[src/rtl/fetch_stage_pkg.sv]
// Shared types and constants for the IF stage.
package fetch_stage_pkg;

  localparam int unsigned XLEN_DEFAULT = 32;
  localparam logic [31:0] NOP_INST     = 32'h0000_0013;
  localparam int unsigned PC_INCREMENT = 4;

  typedef enum logic [1:0] {
    S_IDLE,
    S_FETCH,
    S_HOLD,
    S_DRAIN
  } fetch_state_e;

endpackage

[src/rtl/fetch_skid_buffer.sv]
// One-entry holding register for a response that arrives while ID is stalled.
import fetch_stage_pkg::*;

module fetch_skid_buffer #(
  parameter int unsigned XLEN = XLEN_DEFAULT
) (
  input  logic            clk,
  input  logic            rst_n,
  input  logic            load,
  input  logic            drain,
  input  logic            clear,
  input  logic [XLEN-1:0] load_inst,
  input  logic [XLEN-1:0] load_pc,
  output logic [XLEN-1:0] inst,
  output logic [XLEN-1:0] pc,
  output logic            valid
);

  logic [XLEN-1:0] inst_q, inst_d;
  logic [XLEN-1:0] pc_q, pc_d;
  logic            valid_q, valid_d;

  // Clear wins over load, load wins over drain.
  always_comb begin
    inst_d  = inst_q;
    pc_d    = pc_q;
    valid_d = valid_q;
    if (clear) begin
      valid_d = 1'b0;
    end else if (load) begin
      inst_d  = load_inst;
      pc_d    = load_pc;
      valid_d = 1'b1;
    end else if (drain) begin
      valid_d = 1'b0;
    end
  end

  // Entry register.
  always_ff @(posedge clk or negedge rst_n) begin
    if (!rst_n) begin
      inst_q  <= XLEN'(NOP_INST);
      pc_q    <= '0;
      valid_q <= 1'b0;
    end else begin
      inst_q  <= inst_d;
      pc_q    <= pc_d;
      valid_q <= valid_d;
    end
  end

  assign inst  = inst_q;
  assign pc    = pc_q;
  assign valid = valid_q;

endmodule

[src/rtl/fetch_stage.sv]
// IF stage: PC generation, imem request handshake and IF/ID register.
// Optional macro FETCH_PERF_CNT_EN adds stall_cycles / flush_count counters.
import fetch_stage_pkg::*;

module fetch_stage #(
  parameter int unsigned     XLEN     = XLEN_DEFAULT,
  parameter logic [XLEN-1:0] RESET_PC = '0
) (
  input  logic            clk,
  input  logic            rst_n,
  input  logic            insert_nop,
  input  logic            redirect_valid,
  input  logic [XLEN-1:0] redirect_pc,
  output logic            imem_req,
  output logic [XLEN-1:0] imem_addr,
  input  logic            imem_ready,
  input  logic [XLEN-1:0] imem_rdata,
  output logic [XLEN-1:0] if_id_inst,
  output logic [XLEN-1:0] if_id_pc,
`ifdef FETCH_PERF_CNT_EN
  output logic [31:0]     stall_cycles,
  output logic [31:0]     flush_count,
`endif
  output logic            if_id_valid
);

  fetch_state_e    state_q, state_d;
  logic [XLEN-1:0] pc_q, pc_d;
  logic [XLEN-1:0] target_q, target_d;
  logic            req_q, req_d;
  logic [XLEN-1:0] inst_q, inst_d;
  logic [XLEN-1:0] ifpc_q, ifpc_d;
  logic            ifv_q, ifv_d;

  logic            skid_load, skid_drain, skid_clear;
  logic [XLEN-1:0] skid_inst, skid_pc;
  logic            skid_valid;
  logic [XLEN-1:0] redirect_tgt;

  assign redirect_tgt = {redirect_pc[XLEN-1:2], 2'b00};

  fetch_skid_buffer #(.XLEN(XLEN)) u_skid (
    .clk       (clk),
    .rst_n     (rst_n),
    .load      (skid_load),
    .drain     (skid_drain),
    .clear     (skid_clear),
    .load_inst (imem_rdata),
    .load_pc   (pc_q),
    .inst      (skid_inst),
    .pc        (skid_pc),
    .valid     (skid_valid)
  );

  // Next state: redirect flushes first, then stall, then normal fetch.
  always_comb begin
    state_d    = state_q;
    pc_d       = pc_q;
    target_d   = target_q;
    inst_d     = inst_q;
    ifpc_d     = ifpc_q;
    ifv_d      = ifv_q;
    skid_load  = 1'b0;
    skid_drain = 1'b0;
    skid_clear = 1'b0;

    if (redirect_valid) begin
      ifv_d      = 1'b0;
      inst_d     = XLEN'(NOP_INST);
      skid_clear = 1'b1;
    end

    case (state_q)
      S_IDLE: begin
        if (redirect_valid) pc_d = redirect_tgt;
        state_d = S_FETCH;
      end
      S_FETCH: begin
        if (redirect_valid) begin
          // A completing response is dropped; an outstanding one must drain.
          if (imem_ready) begin
            pc_d = redirect_tgt;
          end else begin
            target_d = redirect_tgt;
            state_d  = S_DRAIN;
          end
        end else if (imem_ready) begin
          pc_d = pc_q + XLEN'(PC_INCREMENT);
          if (insert_nop) begin
            skid_load = 1'b1;
            state_d   = S_HOLD;
          end else begin
            inst_d = imem_rdata;
            ifpc_d = pc_q;
            ifv_d  = 1'b1;
          end
        end
      end
      S_HOLD: begin
        if (redirect_valid) begin
          pc_d    = redirect_tgt;
          state_d = S_FETCH;
        end else if (!insert_nop) begin
          inst_d     = skid_inst;
          ifpc_d     = skid_pc;
          ifv_d      = skid_valid;
          skid_drain = 1'b1;
          state_d    = S_FETCH;
        end
      end
      S_DRAIN: begin
        // Old request stays on the bus; its response is discarded.
        if (redirect_valid) target_d = redirect_tgt;
        if (imem_ready) begin
          pc_d    = redirect_valid ? redirect_tgt : target_q;
          state_d = S_FETCH;
        end
      end
      default: state_d = S_IDLE;
    endcase

    req_d = (state_d == S_FETCH) || (state_d == S_DRAIN);
  end

  // State, PC and IF/ID registers.
  always_ff @(posedge clk or negedge rst_n) begin
    if (!rst_n) begin
      state_q  <= S_IDLE;
      pc_q     <= RESET_PC;
      target_q <= '0;
      req_q    <= 1'b0;
      inst_q   <= XLEN'(NOP_INST);
      ifpc_q   <= '0;
      ifv_q    <= 1'b0;
    end else begin
      state_q  <= state_d;
      pc_q     <= pc_d;
      target_q <= target_d;
      req_q    <= req_d;
      inst_q   <= inst_d;
      ifpc_q   <= ifpc_d;
      ifv_q    <= ifv_d;
    end
  end

  assign imem_req    = req_q;
  assign imem_addr   = pc_q;
  assign if_id_inst  = inst_q;
  assign if_id_pc    = ifpc_q;
  assign if_id_valid = ifv_q;

`ifdef FETCH_PERF_CNT_EN
  logic [31:0] stall_q, stall_d;
  logic [31:0] flush_q, flush_d;

  // Saturating event counters.
  always_comb begin
    stall_d = stall_q;
    flush_d = flush_q;
    if (insert_nop && (stall_q != 32'hFFFF_FFFF))     stall_d = stall_q + 32'd1;
    if (redirect_valid && (flush_q != 32'hFFFF_FFFF)) flush_d = flush_q + 32'd1;
  end

  // Counter registers.
  always_ff @(posedge clk or negedge rst_n) begin
    if (!rst_n) begin
      stall_q <= '0;
      flush_q <= '0;
    end else begin
      stall_q <= stall_d;
      flush_q <= flush_d;
    end
  end

  assign stall_cycles = stall_q;
  assign flush_count  = flush_q;
`endif

endmodule

[config.mk]
export PLATFORM = sky130hd
export DESIGN_NAME = fetch_stage
export DESIGN_NICKNAME = d
export VERILOG_FILES = /design/src/rtl/fetch_stage_pkg.sv /design/src/rtl/fetch_skid_buffer.sv /design/src/rtl/fetch_stage.sv
export SDC_FILE = /design/constraint.sdc
export NUM_CORES = 1
export LEC_CHECK = 0
export BUFFER_PORTS_ARGS = -buffer_cell sky130_fd_sc_hd__buf_2
export CAP_MARGIN = 20
export CORE_ASPECT_RATIO = 0.7
export CORE_MARGIN = 4
export CORE_UTILIZATION = 35
export DETAILED_ROUTE_END_ITERATION = 16
export GPL_ROUTABILITY_DRIVEN = 0
export PLACE_DENSITY_LB_ADDON = 0.25
export SKIP_CTS_REPAIR_TIMING = 1
export SLEW_MARGIN = 25
export SYNTH_ARGS = -nofsm -noshare
export SYNTH_HDL_FRONTEND = slang
export SYNTH_SLANG_ARGS = --single-unit
[constraint.sdc]
create_clock -name clk -period 2.8 [get_ports clk]
set_clock_uncertainty 0.1 [all_clocks]
set_input_delay 0.14 -clock clk [delete_from_list [all_inputs] [get_ports clk]]
set_output_delay 0.14 -clock clk [all_outputs]
set_load 0.005 [all_outputs]
==> metrics.txt, run 1 <==
# TYPE chip_impl_metric gauge
chip_impl_metric{name="tightest_slew",unit="ns"} 0.685
chip_impl_info{name="grt_setup_unrepaired",value="no"} 1
chip_impl_metric{name="synth_enable_flop_cells",unit=""} 0
chip_impl_metric{name="final_nets",unit=""} 1151
chip_impl_metric{name="layout-area-overhead-vs-synth",unit="%"} 27.3
chip_impl_metric{name="core-area",unit="um2"} 26800
chip_impl_info{name="worst_path_dominant_cell_family",value="simple AND/OR/NAND/NOR gates"} 1
chip_impl_metric{name="wire_per_inst",unit="um"} 18.4
chip_impl_metric{name="clkSinkCount",unit=""} 196
chip_impl_metric{name="start_util",unit="%"} 35.6
chip_impl_metric{name="post-route-drc-count",unit=""} 0
chip_impl_info{name="ys_dominant_reg_cell",value="sky130_fd_sc_hd__dfrtp_1"} 1
chip_impl_metric{name="dp.final_hpwl",unit="um"} 18400
chip_impl_metric{name="slew_violations",unit=""} 0
chip_impl_metric{name="dpl_worst_slack",unit="ns"} 0.387
chip_impl_metric{name="vdd.ir_drop.worst",unit="mV"} 0.510
chip_impl_metric{name="critical_path.max_stage_delay",unit="ns"} 0.53
chip_impl_metric{name="grt_usage",unit="%"} 17.9
chip_impl_metric{name="power.leakage",unit="uW"} 0.00536
chip_impl_metric{name="timing.critical_path.required",unit="ns"} 3.02
chip_impl_metric{name="1st_pass_router_iterations",unit=""} 5
chip_impl_metric{name="grt_pass1_wl",unit="um"} 42500
chip_impl_metric{name="io_pins",unit=""} 167
chip_impl_metric{name="dp_cells",unit=""} 1358
chip_impl_info{name="launching_instance_or_port_of_the_critical_path",value="state_q[0]"} 1
chip_impl_metric{name="finalSetupViolations",unit=""} 0
chip_impl_metric{name="final_min_period_over_clock_period",unit="%"} 87.4
chip_impl_metric{name="average_cell_area_after_synthesis",unit="um2"} 11.0
chip_impl_metric{name="fin_ws",unit="ns"} 0.352
chip_impl_metric{name="grt_antenna_before_repair",unit=""} 1
chip_impl_info{name="cp-start-kind",value="flip-flop"} 1
chip_impl_metric{name="number_of_buffers_added_by_the_clock_tree_synthesis_step",unit=""} 17
chip_impl_info{name="critical_path_class",value="flip-flop to flip-flop"} 1
chip_impl_info{name="critical_path.endpoint",value="imem_addr[28]"} 1
chip_impl_metric{name="cp_num_cells",unit=""} 7
chip_impl_metric{name="synth.ff_latch_count",unit=""} 196
chip_impl_metric{name="proportion_of_synthesized_chip_area_in_sequential_cells",unit="%"} 51.5
chip_impl_metric{name="power_per_cell_area",unit="nW/um2"} 1070
chip_impl_info{name="r2r_start",value="state_q[0]"} 1
chip_impl_metric{name="grt_start_max_net_pins",unit=""} 81
chip_impl_metric{name="yosysWarnings",unit=""} 0
chip_impl_metric{name="die-height",unit="um"} 146
chip_impl_info{name="crit_chain",value="inv_1, ha_1, or2_2, a221oi_1, nor3b_1, mux2i_1, nand2_1"} 1
chip_impl_metric{name="maxCapViolations",unit=""} 0
chip_impl_metric{name="fmaxAchievable",unit="MHz"} 408
chip_impl_metric{name="globalRoute.totalOverflow",unit=""} 0
chip_impl_metric{name="vias",unit=""} 7695
chip_impl_metric{name="drt_antenna_net_count",unit=""} 0
chip_impl_metric{name="worst_r2r_path_depth",unit=""} 7
chip_impl_info{name="cts_root_buf",value="sky130_fd_sc_hd__clkbuf_16"} 1
chip_impl_info{name="synth.largest_area_cell",value="sky130_fd_sc_hd__dfrtp_1"} 1
chip_impl_metric{name="worst-endpoint-arrival",unit="ns"} 2.67
chip_impl_metric{name="routed_wirelength",unit="um"} 26700
chip_impl_metric{name="setup-tns-final",unit="ns"} 0
chip_impl_metric{name="average_via_count_per_standard_cell",unit=""} 5.30
chip_impl_metric{name="syn-num-nets",unit=""} 941
chip_impl_metric{name="timing.reg2reg.setup_slack",unit="ns"} 0.35
chip_impl_metric{name="post_synth_instance_area",unit="um2"} 9540
chip_impl_metric{name="maxSlewHeadroom",unit="%"} 54.3
chip_impl_metric{name="fp-row-count",unit=""} 50
chip_impl_info{name="run_status",value="finished clean"} 1
chip_impl_metric{name="yosysUniqueCellTypes",unit=""} 55
chip_impl_metric{name="cts.path.max_buffers",unit=""} 2
chip_impl_info{name="timing.critical_path.slowest_stage_cell",value="sky130_fd_sc_hd__a221oi_1"} 1
chip_impl_metric{name="num_antenna_cells",unit=""} 0
chip_impl_metric{name="placement.io_buffers",unit=""} 164
chip_impl_metric{name="final-hold-violation-count",unit=""} 0
chip_impl_metric{name="first_global_vias",unit=""} 7304
chip_impl_metric{name="clkTransAtPathRegs",unit="ns"} 0.08
chip_impl_info{name="cts_tree",value="yes"} 1
chip_impl_info{name="worst_hold_path_type",value="input pin to flip-flop"} 1
chip_impl_metric{name="layout-drive-gt1-share",unit="%"} 33.1
chip_impl_info{name="setup.worst_path.end_class",value="flip-flop"} 1
chip_impl_metric{name="insertion_delay",unit="ns"} 0.43
chip_impl_metric{name="synthArstFlopShare",unit="%"} 100
chip_impl_metric{name="drt_iter0_markers",unit=""} 442
chip_impl_info{name="yosys-top-cells-area",value="sky130_fd_sc_hd__dfrtp_1, sky130_fd_sc_hd__mux2_2, sky130_fd_sc_hd__a22o_1, sky130_fd_sc_hd__mux2i_1, sky130_fd_sc_hd__a21oi_1"} 1
chip_impl_metric{name="final_cell_count_no_fill",unit=""} 1452
chip_impl_metric{name="cp_max_fo",unit=""} 14
chip_impl_info{name="regToRegEndpoint",value="imem_addr[28]"} 1
chip_impl_metric{name="die_width",unit="um"} 205
chip_impl_metric{name="critical_path.n_buffers_inverters",unit=""} 1
chip_impl_metric{name="fp.dieArea",unit="um2"} 30000
chip_impl_metric{name="fin_crit",unit="ns"} 2.45
chip_impl_metric{name="clock_tree.htree_level_count",unit=""} 4
chip_impl_metric{name="postSynthCellCount",unit=""} 866
chip_impl_metric{name="netlist.area_leader.share",unit="%"} 49.8
## tightest hold or removal path, cell delays in order
cell                      delay [ns]
sky130_fd_sc_hd__buf_2          0.19
sky130_fd_sc_hd__nand2_1        0.09
sky130_fd_sc_hd__a21oi_1        0.06
sky130_fd_sc_hd__o21ai_0        0.15
## report_power, final
part           total [uW]  switching [uW]  internal, uW  leakage (uW)
sequential           5110            1020          4090       0.00240
clock                2530            1160          1370      0.000293
combinational        5320            2820          2500       0.00267
## registers in the layout, summed over array words and instances, names as in the netlist
signal / flops
if_id_valid: 1
target_q: 32
imem_addr: 32
u_skid.inst: 32
if_id_inst: 32
u_skid.pc: 32
state_q: 2
u_skid.valid: 1
if_id_pc: 32
## cells in the final DEF, fill, tap and decap left out, types with 3 or more instances in the layout
cell type,synthesis,routed
sky130_fd_sc_hd__clkinv_4,0,3
sky130_fd_sc_hd__inv_6,0,5
sky130_fd_sc_hd__a21oi_1,61,60
sky130_fd_sc_hd__inv_1,9,9
sky130_fd_sc_hd__o31ai_1,10,10
sky130_fd_sc_hd__a211o_1,4,4
sky130_fd_sc_hd__nand3_1,15,14
sky130_fd_sc_hd__and3_1,6,6
sky130_fd_sc_hd__ha_1,6,4
sky130_fd_sc_hd__nor3_1,8,7
sky130_fd_sc_hd__o31a_1,3,3
sky130_fd_sc_hd__a221oi_1,16,16
sky130_fd_sc_hd__mux2_2,106,106
sky130_fd_sc_hd__nor2_1,61,60
sky130_fd_sc_hd__a22o_1,58,58
sky130_fd_sc_hd__clkbuf_16,0,17
sky130_fd_sc_hd__dfstp_2,6,6
sky130_fd_sc_hd__buf_12,0,3
sky130_fd_sc_hd__buf_2,13,163
sky130_fd_sc_hd__nand4_1,10,10
sky130_fd_sc_hd__o21ai_0,47,47
sky130_fd_sc_hd__nand2_1,53,53
sky130_fd_sc_hd__a22oi_1,5,5
sky130_fd_sc_hd__nor2b_1,7,7
sky130_fd_sc_hd__a31oi_1,4,4
sky130_fd_sc_hd__buf_4,0,37
sky130_fd_sc_hd__o211a_1,3,3
sky130_fd_sc_hd__a222oi_1,4,4
sky130_fd_sc_hd__dfrtp_1,190,190
sky130_fd_sc_hd__a211oi_1,14,14
sky130_fd_sc_hd__dlygate4sd3_1,0,63
sky130_fd_sc_hd__mux2i_1,42,42
sky130_fd_sc_hd__nor4_1,9,9
## Yosys cell counts (6+ instances only)
| cell | instances |
|---|---|
| sky130_fd_sc_hd__a211oi_1 | 14 |
| sky130_fd_sc_hd__a21oi_1 | 61 |
| sky130_fd_sc_hd__a221oi_1 | 16 |
| sky130_fd_sc_hd__a22o_1 | 58 |
| sky130_fd_sc_hd__and3_1 | 6 |
| sky130_fd_sc_hd__buf_1 | 13 |
| sky130_fd_sc_hd__buf_2 | 13 |
| sky130_fd_sc_hd__clkbuf_1 | 48 |
| sky130_fd_sc_hd__dfrtp_1 | 190 |
| sky130_fd_sc_hd__dfstp_2 | 6 |
| sky130_fd_sc_hd__ha_1 | 6 |
| sky130_fd_sc_hd__inv_1 | 9 |
| sky130_fd_sc_hd__mux2_2 | 106 |
| sky130_fd_sc_hd__mux2i_1 | 42 |
| sky130_fd_sc_hd__nand2_1 | 53 |
| sky130_fd_sc_hd__nand3_1 | 15 |
| sky130_fd_sc_hd__nand4_1 | 10 |
| sky130_fd_sc_hd__nor2_1 | 61 |
| sky130_fd_sc_hd__nor2b_1 | 7 |
| sky130_fd_sc_hd__nor3_1 | 8 |
| sky130_fd_sc_hd__nor4_1 | 9 |
| sky130_fd_sc_hd__o21ai_0 | 47 |
| sky130_fd_sc_hd__o31ai_1 | 10 |
## metal layers
metal / vias to the layer above / share of wire (%) / global-route usage, %
li1: 3650 / - / -
met1: 3811 / 50 / 27.6
met2: 212 / 43 / 25.4
met3: 20 / 6.2 / 4.44
met4: 2 / 0.95 / 3.98
met5: - / 0.026 / 0
## how the worst min path moves through the flow
stage,startpoint,to,slack [ns],depth (start not counted)
floorplan,rst_n,if_id_inst[10],-0.26,0
global placement,rst_n,u_skid.pc[18],0.15,1
detailed placement,rst_n,u_skid.pc[18],0.14,1
CTS,rst_n,u_skid.pc[18],-0.33,1
global route,imem_ready,state_q[0],0.16,4
finish,imem_ready,state_q[0],0.13,4
## stage by stage
stage	util, %	instance area [um2]	hold slack (ns)	total power, uW
finish	45.3	12100	0.134	13000
global placement	40.7	10900	0.146	10300
detailed placement	40.7	10900	0.143	10500
floorplan	-	9540	-0.256	8400
global route	45.3	12100	0.161	14000
CTS	43.0	11500	-0.334	13000
## kinds of logic after synthesis
logic type      Yosys count  synth area share, %
flops                   196                 51.5
simple gates            181                 8.97
mux                     148                 16.9
fa+ha+maj                 6                0.787
xor+xnor                  1               0.0918
buf+inv                  85                 3.54
compound gates          249                 18.2
## area by class of cell
cell class                      instances  area, um2
Fill cell                            2590      14600
Tap cell                              364        455
Clock buffer                           18        439
Multi-Input combinational cell        585       4340
Clock inverter                         13        165
Timing Repair Buffer                  267       1800
Inverter                                9       33.8
Sequential cell                       196       4910
(Power assumes the default switching activity.)
==> run 2, diff against run 1 <==
- SYNTH_HIERARCHICAL: unset -> 1
==> metrics.txt, run 2 <==
# TYPE chip_impl_metric gauge
chip_impl_metric{name="syn-num-nets",unit=""} 939
chip_impl_info{name="synth.largest_area_cell",value="sky130_fd_sc_hd__dfrtp_1"} 1
chip_impl_info{name="cp-start-kind",value="flip-flop"} 1
chip_impl_metric{name="timing.critical_path.required",unit="ns"} 3.08
chip_impl_metric{name="tightest_slew",unit="ns"} 0.682
chip_impl_info{name="yosys-top-cells-area",value="sky130_fd_sc_hd__dfrtp_1, sky130_fd_sc_hd__mux2_4, sky130_fd_sc_hd__mux2_2, sky130_fd_sc_hd__mux2i_1, sky130_fd_sc_hd__o21ai_0"} 1
chip_impl_metric{name="1st_pass_router_iterations",unit=""} 5
chip_impl_info{name="min_to",value="state_q[0]"} 1
chip_impl_info{name="grt_setup_unrepaired",value="no"} 1
chip_impl_info{name="mostFrequentLayoutCell",value="sky130_fd_sc_hd__dfrtp_1"} 1
chip_impl_metric{name="proportion_of_synthesized_chip_area_in_sequential_cells",unit="%"} 50.6
chip_impl_metric{name="setup-tns-final",unit="ns"} 0
chip_impl_metric{name="met1Wirelength",unit="um"} 13800
chip_impl_metric{name="vdd.ir_drop.worst",unit="mV"} 0.616
chip_impl_metric{name="synth.ff_latch_count",unit=""} 196
chip_impl_metric{name="netlist.area_leader.share",unit="%"} 49.0
chip_impl_metric{name="synthArstFlopShare",unit="%"} 100
chip_impl_metric{name="final-hold-violation-count",unit=""} 0
chip_impl_metric{name="fin_ws",unit="ns"} 0.176
chip_impl_metric{name="insertion_delay",unit="ns"} 0.45
chip_impl_metric{name="layout-drive-gt1-share",unit="%"} 32.3
chip_impl_info{name="setup.worst_path.end_class",value="flip-flop"} 1
chip_impl_metric{name="die_width",unit="um"} 207
chip_impl_metric{name="slew_violations",unit=""} 0
chip_impl_metric{name="fp-row-count",unit=""} 50
chip_impl_metric{name="yosysWarnings",unit=""} 6
chip_impl_metric{name="grt_usage",unit="%"} 17.5
chip_impl_metric{name="finalSetupViolations",unit=""} 0
chip_impl_metric{name="power_per_cell_area",unit="nW/um2"} 1010
chip_impl_metric{name="clkTransAtPathRegs",unit="ns"} 0.08
chip_impl_info{name="critical_path_class",value="flip-flop to flip-flop"} 1
chip_impl_metric{name="fin_crit",unit="ns"} 2.62
chip_impl_metric{name="postSynthCellCount",unit=""} 864
chip_impl_metric{name="grt_antenna_before_repair",unit=""} 2
chip_impl_metric{name="die-height",unit="um"} 147
chip_impl_info{name="holdCritStartpoint",value="imem_ready"} 1
chip_impl_metric{name="start_util",unit="%"} 35.9
chip_impl_info{name="crit_chain",value="ha_1, nand4_1, or4_4, or4_1, a211oi_1, a211o_1"} 1
chip_impl_metric{name="globalRoute.totalOverflow",unit=""} 0
chip_impl_metric{name="core-area",unit="um2"} 27000
chip_impl_metric{name="io_pins",unit=""} 167
chip_impl_info{name="cts_root_buf",value="sky130_fd_sc_hd__clkbuf_16"} 1
chip_impl_metric{name="yosysUniqueCellTypes",unit=""} 59
chip_impl_metric{name="drt_iter0_markers",unit=""} 463
chip_impl_info{name="cts_tree",value="yes"} 1
chip_impl_metric{name="first_global_vias",unit=""} 7330
chip_impl_metric{name="whs_path_depth",unit=""} 4
chip_impl_info{name="highest-signal-layer",value="met5"} 1
chip_impl_info{name="timing.critical_path.slowest_stage_cell",value="sky130_fd_sc_hd__or4_4"} 1
chip_impl_metric{name="average_cell_area_after_synthesis",unit="um2"} 11.2
chip_impl_metric{name="worst_r2r_path_depth",unit=""} 6
chip_impl_info{name="r2r_start",value="imem_addr[3]"} 1
chip_impl_metric{name="fp.dieArea",unit="um2"} 30500
chip_impl_metric{name="final_nets",unit=""} 1151
chip_impl_metric{name="dp.final_hpwl",unit="um"} 17800
chip_impl_metric{name="wire_per_inst",unit="um"} 18.6
chip_impl_metric{name="layout.cell_area.non_filler",unit="um2"} 12200
chip_impl_info{name="worst_hold_path_type",value="input pin to flip-flop"} 1
chip_impl_metric{name="critical_path.max_stage_delay",unit="ns"} 0.65
chip_impl_metric{name="post-route-drc-count",unit=""} 0
chip_impl_metric{name="layout.filler_cells",unit=""} 2594
chip_impl_info{name="leading_cell_types_in_the_layout_fill_and_taps_excluded",value="sky130_fd_sc_hd__dfrtp_1, sky130_fd_sc_hd__buf_2, sky130_fd_sc_hd__o21ai_0, sky130_fd_sc_hd__a21oi_1, sky130_fd_sc_hd__dlygate4sd3_1"} 1
chip_impl_metric{name="maxCapViolations",unit=""} 0
chip_impl_metric{name="dpl_worst_slack",unit="ns"} 0.182
chip_impl_metric{name="average_via_count_per_standard_cell",unit=""} 5.18
chip_impl_metric{name="vias",unit=""} 7525
chip_impl_metric{name="wl_met3",unit="um"} 1320
chip_impl_info{name="synth.cells.most_frequent",value="sky130_fd_sc_hd__dfrtp_1, sky130_fd_sc_hd__o21ai_0, sky130_fd_sc_hd__a21oi_1, sky130_fd_sc_hd__nand2_1, sky130_fd_sc_hd__mux2_4"} 1
chip_impl_metric{name="layout-area-overhead-vs-synth",unit="%"} 25.7
chip_impl_metric{name="clkSinkCount",unit=""} 196
chip_impl_metric{name="fmaxAchievable",unit="MHz"} 381
chip_impl_metric{name="detailroute.wirelength.met2",unit="um"} 11600
chip_impl_metric{name="timing.reg2reg.setup_slack",unit="ns"} 0.18
chip_impl_metric{name="placed_area",unit="um2"} 11000
chip_impl_metric{name="cp_max_fo",unit=""} 12
chip_impl_info{name="ys_dominant_reg_cell",value="sky130_fd_sc_hd__dfrtp_1"} 1
chip_impl_metric{name="synth_enable_flop_cells",unit=""} 0
chip_impl_info{name="run_status",value="finished clean"} 1
chip_impl_metric{name="post_synth_instance_area",unit="um2"} 9710
chip_impl_metric{name="routed_wirelength",unit="um"} 27100
chip_impl_metric{name="grt_start_max_net_pins",unit=""} 65
chip_impl_metric{name="maxSlewHeadroom",unit="%"} 54.0
chip_impl_metric{name="power.leakage",unit="uW"} 0.00534
chip_impl_info{name="regToRegEndpoint",value="imem_addr[18]"} 1
chip_impl_metric{name="worst-endpoint-arrival",unit="ns"} 2.90
chip_impl_metric{name="grt_pass1_wl",unit="um"} 42800
chip_impl_metric{name="placement.io_buffers",unit=""} 164
chip_impl_metric{name="number_of_buffers_added_by_the_clock_tree_synthesis_step",unit=""} 17
chip_impl_info{name="synthMostInstantiatedCell",value="sky130_fd_sc_hd__dfrtp_1"} 1
chip_impl_metric{name="cts.path.max_buffers",unit=""} 2
chip_impl_metric{name="clock_tree.htree_level_count",unit=""} 4
chip_impl_metric{name="final_min_period_over_clock_period",unit="%"} 93.7
chip_impl_metric{name="drt_antenna_net_count",unit=""} 0
run 2: changes by cell type after synthesis, moves of 7 or more:
| cell | previous run | this run |
|---|---|---|
| sky130_fd_sc_hd__a22o_1 | 58 | 3 |
| sky130_fd_sc_hd__a22oi_1 | 5 | 33 |
| sky130_fd_sc_hd__buf_12 | 0 | 7 |
| sky130_fd_sc_hd__buf_2 | 13 | 3 |
| sky130_fd_sc_hd__inv_1 | 9 | 16 |
| sky130_fd_sc_hd__mux2_2 | 106 | 44 |
| sky130_fd_sc_hd__mux2_4 | 0 | 60 |
| sky130_fd_sc_hd__nand2_1 | 53 | 61 |
| sky130_fd_sc_hd__nor2_1 | 61 | 54 |
| sky130_fd_sc_hd__o21ai_0 | 47 | 66 |
| sky130_fd_sc_hd__o31ai_1 | 10 | 3 |
run 2: where the power goes:
part / leakage (uW) / switching [uW] / internal [uW]
Combinational: 0.00263 / 2360 / 2410
Sequential: 0.00242 / 957 / 4060
Clock: 0.000296 / 1230 / 1360
run 2: cells by family after synthesis:
logic type / count (synthesis) / synth area share [%]
AOI/OAI and AO/OA: 249 / 16.6
DFF: 196 / 50.6
and+or+nand+nor: 188 / 9.21
muxes: 141 / 18.2
buffers and inverters: 84 / 4.65
adders and majority gates: 6 / 0.773
run 2: final cells by class:
cell class	count	area, um2	area share (%)
Timing Repair Buffer	261	1780	14.6
Multi-Input combinational cell	584	4380	35.9
Tap cell	364	455	3.73
Sequential cell	196	4910	40.2
Clock inverter	15	189	1.55
Inverter	16	60.1	0.492
Antenna cell	1	2.50	0.0205
Clock buffer	17	425	3.48
run 2: how the worst max path moves through the flow:
stage               depth (start not counted)         start         endpoint
CTS                                         7    state_q[0]   if_id_inst[26]
floorplan                                  11    state_q[1]  u_skid/inst[10]
finish                                      6  imem_addr[3]    imem_addr[18]
detailed placement                          7    state_q[0]   if_id_inst[20]
global route                                8    state_q[0]    imem_addr[11]
global placement                            7    state_q[0]    if_id_inst[6]
run 2: routing by layer:
layer / track usage [%] / up-vias
met3: 4.71 / 26
met1: 26.5 / 3705
li1: - / 3615
met5: 0 / -
met4: 4.49 / 2
met2: 24.6 / 177
run 2: metrics by stage:
stage	total power [uW]	hold WS, ns	util (%)	instances
2_1_floorplan	7970	-0.256	-	864
3_3_place_gp	9680	0.0782	40.5	1358
3_5_place_dp	9790	0.0763	40.5	1358
4_1_cts	12400	-0.415	42.8	1390
5_1_grt	13300	0.0761	45.2	1454
6_report	12400	0.0559	45.2	1454
run 2: worst max-delay path: cells and delay by family, from the launching register on:
kind                       cells  cell delay, ns
DFF                            1            0.46
adders and majority gates      1            0.27
and+or+nand+nor                3            1.36
AOI/OAI and AO/OA              2            0.37
==> run 3, diff against run 2 <==
- BUFFER_PORTS_ARGS: -buffer_cell sky130_fd_sc_hd__buf_2 -> -buffer_cell sky130_fd_sc_hd__buf_4
==> metrics.txt, run 3 (synthesis gave the netlist of run 2 again) <==
# TYPE chip_impl_metric gauge
chip_impl_info{name="run_status",value="finished clean"} 1
chip_impl_metric{name="grt.met3_usage",unit="%"} 3.97
chip_impl_metric{name="fin_ws",unit="ns"} 0.139
chip_impl_metric{name="placement.io_buffers",unit=""} 164
chip_impl_info{name="leading_cell_types_in_the_layout_fill_and_taps_excluded",value="sky130_fd_sc_hd__buf_4, sky130_fd_sc_hd__dfrtp_1, sky130_fd_sc_hd__o21ai_0, sky130_fd_sc_hd__dlygate4sd3_1, sky130_fd_sc_hd__a21oi_1"} 1
chip_impl_metric{name="layout-area-overhead-vs-synth",unit="%"} 30.5
chip_impl_metric{name="fp-row-count",unit=""} 50
chip_impl_metric{name="cts.path.max_buffers",unit=""} 2
chip_impl_info{name="mostFrequentLayoutCell",value="sky130_fd_sc_hd__buf_4"} 1
chip_impl_metric{name="drt_antenna_net_count",unit=""} 0
chip_impl_metric{name="drt_iter0_markers",unit=""} 437
chip_impl_metric{name="worst-endpoint-arrival",unit="ns"} 2.93
chip_impl_info{name="cts_tree",value="yes"} 1
chip_impl_metric{name="finalSetupViolations",unit=""} 0
chip_impl_metric{name="routed_wirelength",unit="um"} 26700
chip_impl_metric{name="final_nets",unit=""} 1154
chip_impl_metric{name="setup-tns-final",unit="ns"} 0
chip_impl_metric{name="cp_max_fo",unit=""} 12
chip_impl_info{name="launching_instance_or_port_of_the_critical_path",value="imem_addr[3]"} 1
chip_impl_metric{name="die_width",unit="um"} 207
chip_impl_metric{name="dpl_worst_slack",unit="ns"} 0.211
chip_impl_metric{name="io_pins",unit=""} 167
chip_impl_info{name="cts_root_buf",value="sky130_fd_sc_hd__clkbuf_16"} 1
chip_impl_metric{name="vdd.ir_drop.worst",unit="mV"} 0.517
chip_impl_info{name="critical_path_class",value="flip-flop to flip-flop"} 1
chip_impl_metric{name="maxCapViolations",unit=""} 0
chip_impl_metric{name="timing.critical_path.required",unit="ns"} 3.07
chip_impl_metric{name="power.leakage",unit="uW"} 0.00547
chip_impl_metric{name="final_min_period_over_clock_period",unit="%"} 95.0
chip_impl_metric{name="clkTransAtPathRegs",unit="ns"} 0.07
chip_impl_metric{name="clock_tree.htree_level_count",unit=""} 4
chip_impl_metric{name="critical_path.max_stage_delay",unit="ns"} 0.64
chip_impl_info{name="crit_chain",value="ha_1, nand4_1, or4_4, or4_1, a211oi_1, a211o_1"} 1
chip_impl_metric{name="insertion_delay",unit="ns"} 0.44
chip_impl_metric{name="grt_util_met2",unit="%"} 24.0
chip_impl_metric{name="num_antenna_cells",unit=""} 0
chip_impl_metric{name="die-height",unit="um"} 147
chip_impl_info{name="cp-start-kind",value="flip-flop"} 1
chip_impl_metric{name="layout.filler_cells",unit=""} 2544
chip_impl_info{name="r2r_start",value="imem_addr[3]"} 1
chip_impl_metric{name="grt_antenna_before_repair",unit=""} 0
chip_impl_metric{name="share_comb_of_total_power",unit="%"} 39.8
chip_impl_metric{name="grt_usage",unit="%"} 17.1
chip_impl_metric{name="share_seq_of_total_power",unit="%"} 39.5
chip_impl_info{name="holdCritStartpoint",value="imem_ready"} 1
chip_impl_metric{name="timing.reg2reg.setup_slack",unit="ns"} 0.14
chip_impl_metric{name="dp.final_hpwl",unit="um"} 17700
chip_impl_metric{name="grt_pass1_wl",unit="um"} 41900
chip_impl_metric{name="clockPowerShare",unit="%"} 20.7
chip_impl_metric{name="clkSinkCount",unit=""} 196
chip_impl_metric{name="core-area",unit="um2"} 27000
chip_impl_metric{name="wire_per_inst",unit="um"} 18.3
chip_impl_metric{name="power_per_cell_area",unit="nW/um2"} 1010
chip_impl_metric{name="tightest_slew",unit="ns"} 0.770
chip_impl_metric{name="1st_pass_router_iterations",unit=""} 5
chip_impl_metric{name="start_util",unit="%"} 35.9
chip_impl_metric{name="first_global_vias",unit=""} 7159
chip_impl_metric{name="average_via_count_per_standard_cell",unit=""} 5.21
chip_impl_metric{name="layout-drive-gt1-share",unit="%"} 32.3
chip_impl_metric{name="number_of_buffers_added_by_the_clock_tree_synthesis_step",unit=""} 17
chip_impl_metric{name="fp.dieArea",unit="um2"} 30500
chip_impl_info{name="timing.critical_path.slowest_stage_cell",value="sky130_fd_sc_hd__or4_4"} 1
chip_impl_metric{name="fmaxAchievable",unit="MHz"} 376
chip_impl_metric{name="vias",unit=""} 7586
chip_impl_info{name="setup.worst_path.end_class",value="flip-flop"} 1
chip_impl_metric{name="gr-usage-met1",unit="%"} 26.4
chip_impl_metric{name="fin_crit",unit="ns"} 2.66
chip_impl_info{name="grt-busiest-layer",value="met1"} 1
chip_impl_metric{name="p_sw_share",unit="%"} 35.3
chip_impl_metric{name="globalRoute.totalOverflow",unit=""} 0
chip_impl_metric{name="maxSlewHeadroom",unit="%"} 48.7
chip_impl_metric{name="internal_power",unit="uW"} 8260
chip_impl_metric{name="final-hold-violation-count",unit=""} 0
chip_impl_metric{name="slew_violations",unit=""} 0
chip_impl_metric{name="power.net_switching",unit="uW"} 4500
chip_impl_info{name="grt_setup_unrepaired",value="no"} 1
chip_impl_info{name="worst_hold_path_type",value="input pin to flip-flop"} 1
chip_impl_metric{name="grt_start_max_net_pins",unit=""} 86
chip_impl_metric{name="post-route-drc-count",unit=""} 0
==> run 3: power groups by stage <==
stage / Clock [uW] / Sequential, uW / Combinational, uW
finish: 2630 / 5040 / 5080
global route: 2840 / 5220 / 5630
CTS: 2730 / 5040 / 5040
detailed placement: 0 / 5080 / 5020
global placement: 0 / 5040 / 4960
floorplan: 0 / 4870 / 3110
==> run 3: routing by layer <==
layer	part of all wire, %	up-vias
met5	0	-
met4	1.0	0
met3	5.6	18
met2	43	234
met1	50	3726
li1	-	3608
==> run 3: worst paths after layout <==
check | to | depth (start not counted)
max | imem_addr[18] | 6
min | state_q[0] | 4
max reg2reg | imem_addr[18] | 6
min reg2reg | if_id_inst[30] | 2
max in group asynchronous | u_skid/inst[0] | 3
min in group asynchronous | if_id_pc[7] | 2
==> run 3: through the flow <==
step / hold WS, ns / util [%] / total power (uW) / instances / area, um2
after global placement: 0.0479 / 42.2 / 10000 / 1360 / 11400
after detailed placement: 0.0453 / 42.2 / 10100 / 1360 / 11400
after floorplan: -0.256 / - / 7970 / 864 / 9710
final: 0.0504 / 46.9 / 12800 / 1456 / 12700
after global routing: 0.0380 / 46.9 / 13700 / 1456 / 12700
after CTS: -0.433 / 44.5 / 12800 / 1392 / 12000
==> run 3: critical path: cells and delay by family, from the launching register on <==
family          cells  cell delay (ns)
compound gates      2             0.38
flops               1             0.47
simple gates        3             1.36
fa+ha+maj           1             0.27
==> run 3: final cells by class <==
| type | instances | area (um2) | share of cell area (%) |
|---|---|---|---|
| flip-flops and latches | 196 | 4910 | 38.8 |
| multi-input cells | 584 | 4370 | 34.5 |
| repair buffers | 264 | 2250 | 17.7 |
| clock buffers | 20 | 457 | 3.60 |
| well taps | 364 | 455 | 3.59 |
| clock inverters | 12 | 168 | 1.32 |
| inverters | 16 | 60.1 | 0.474 |
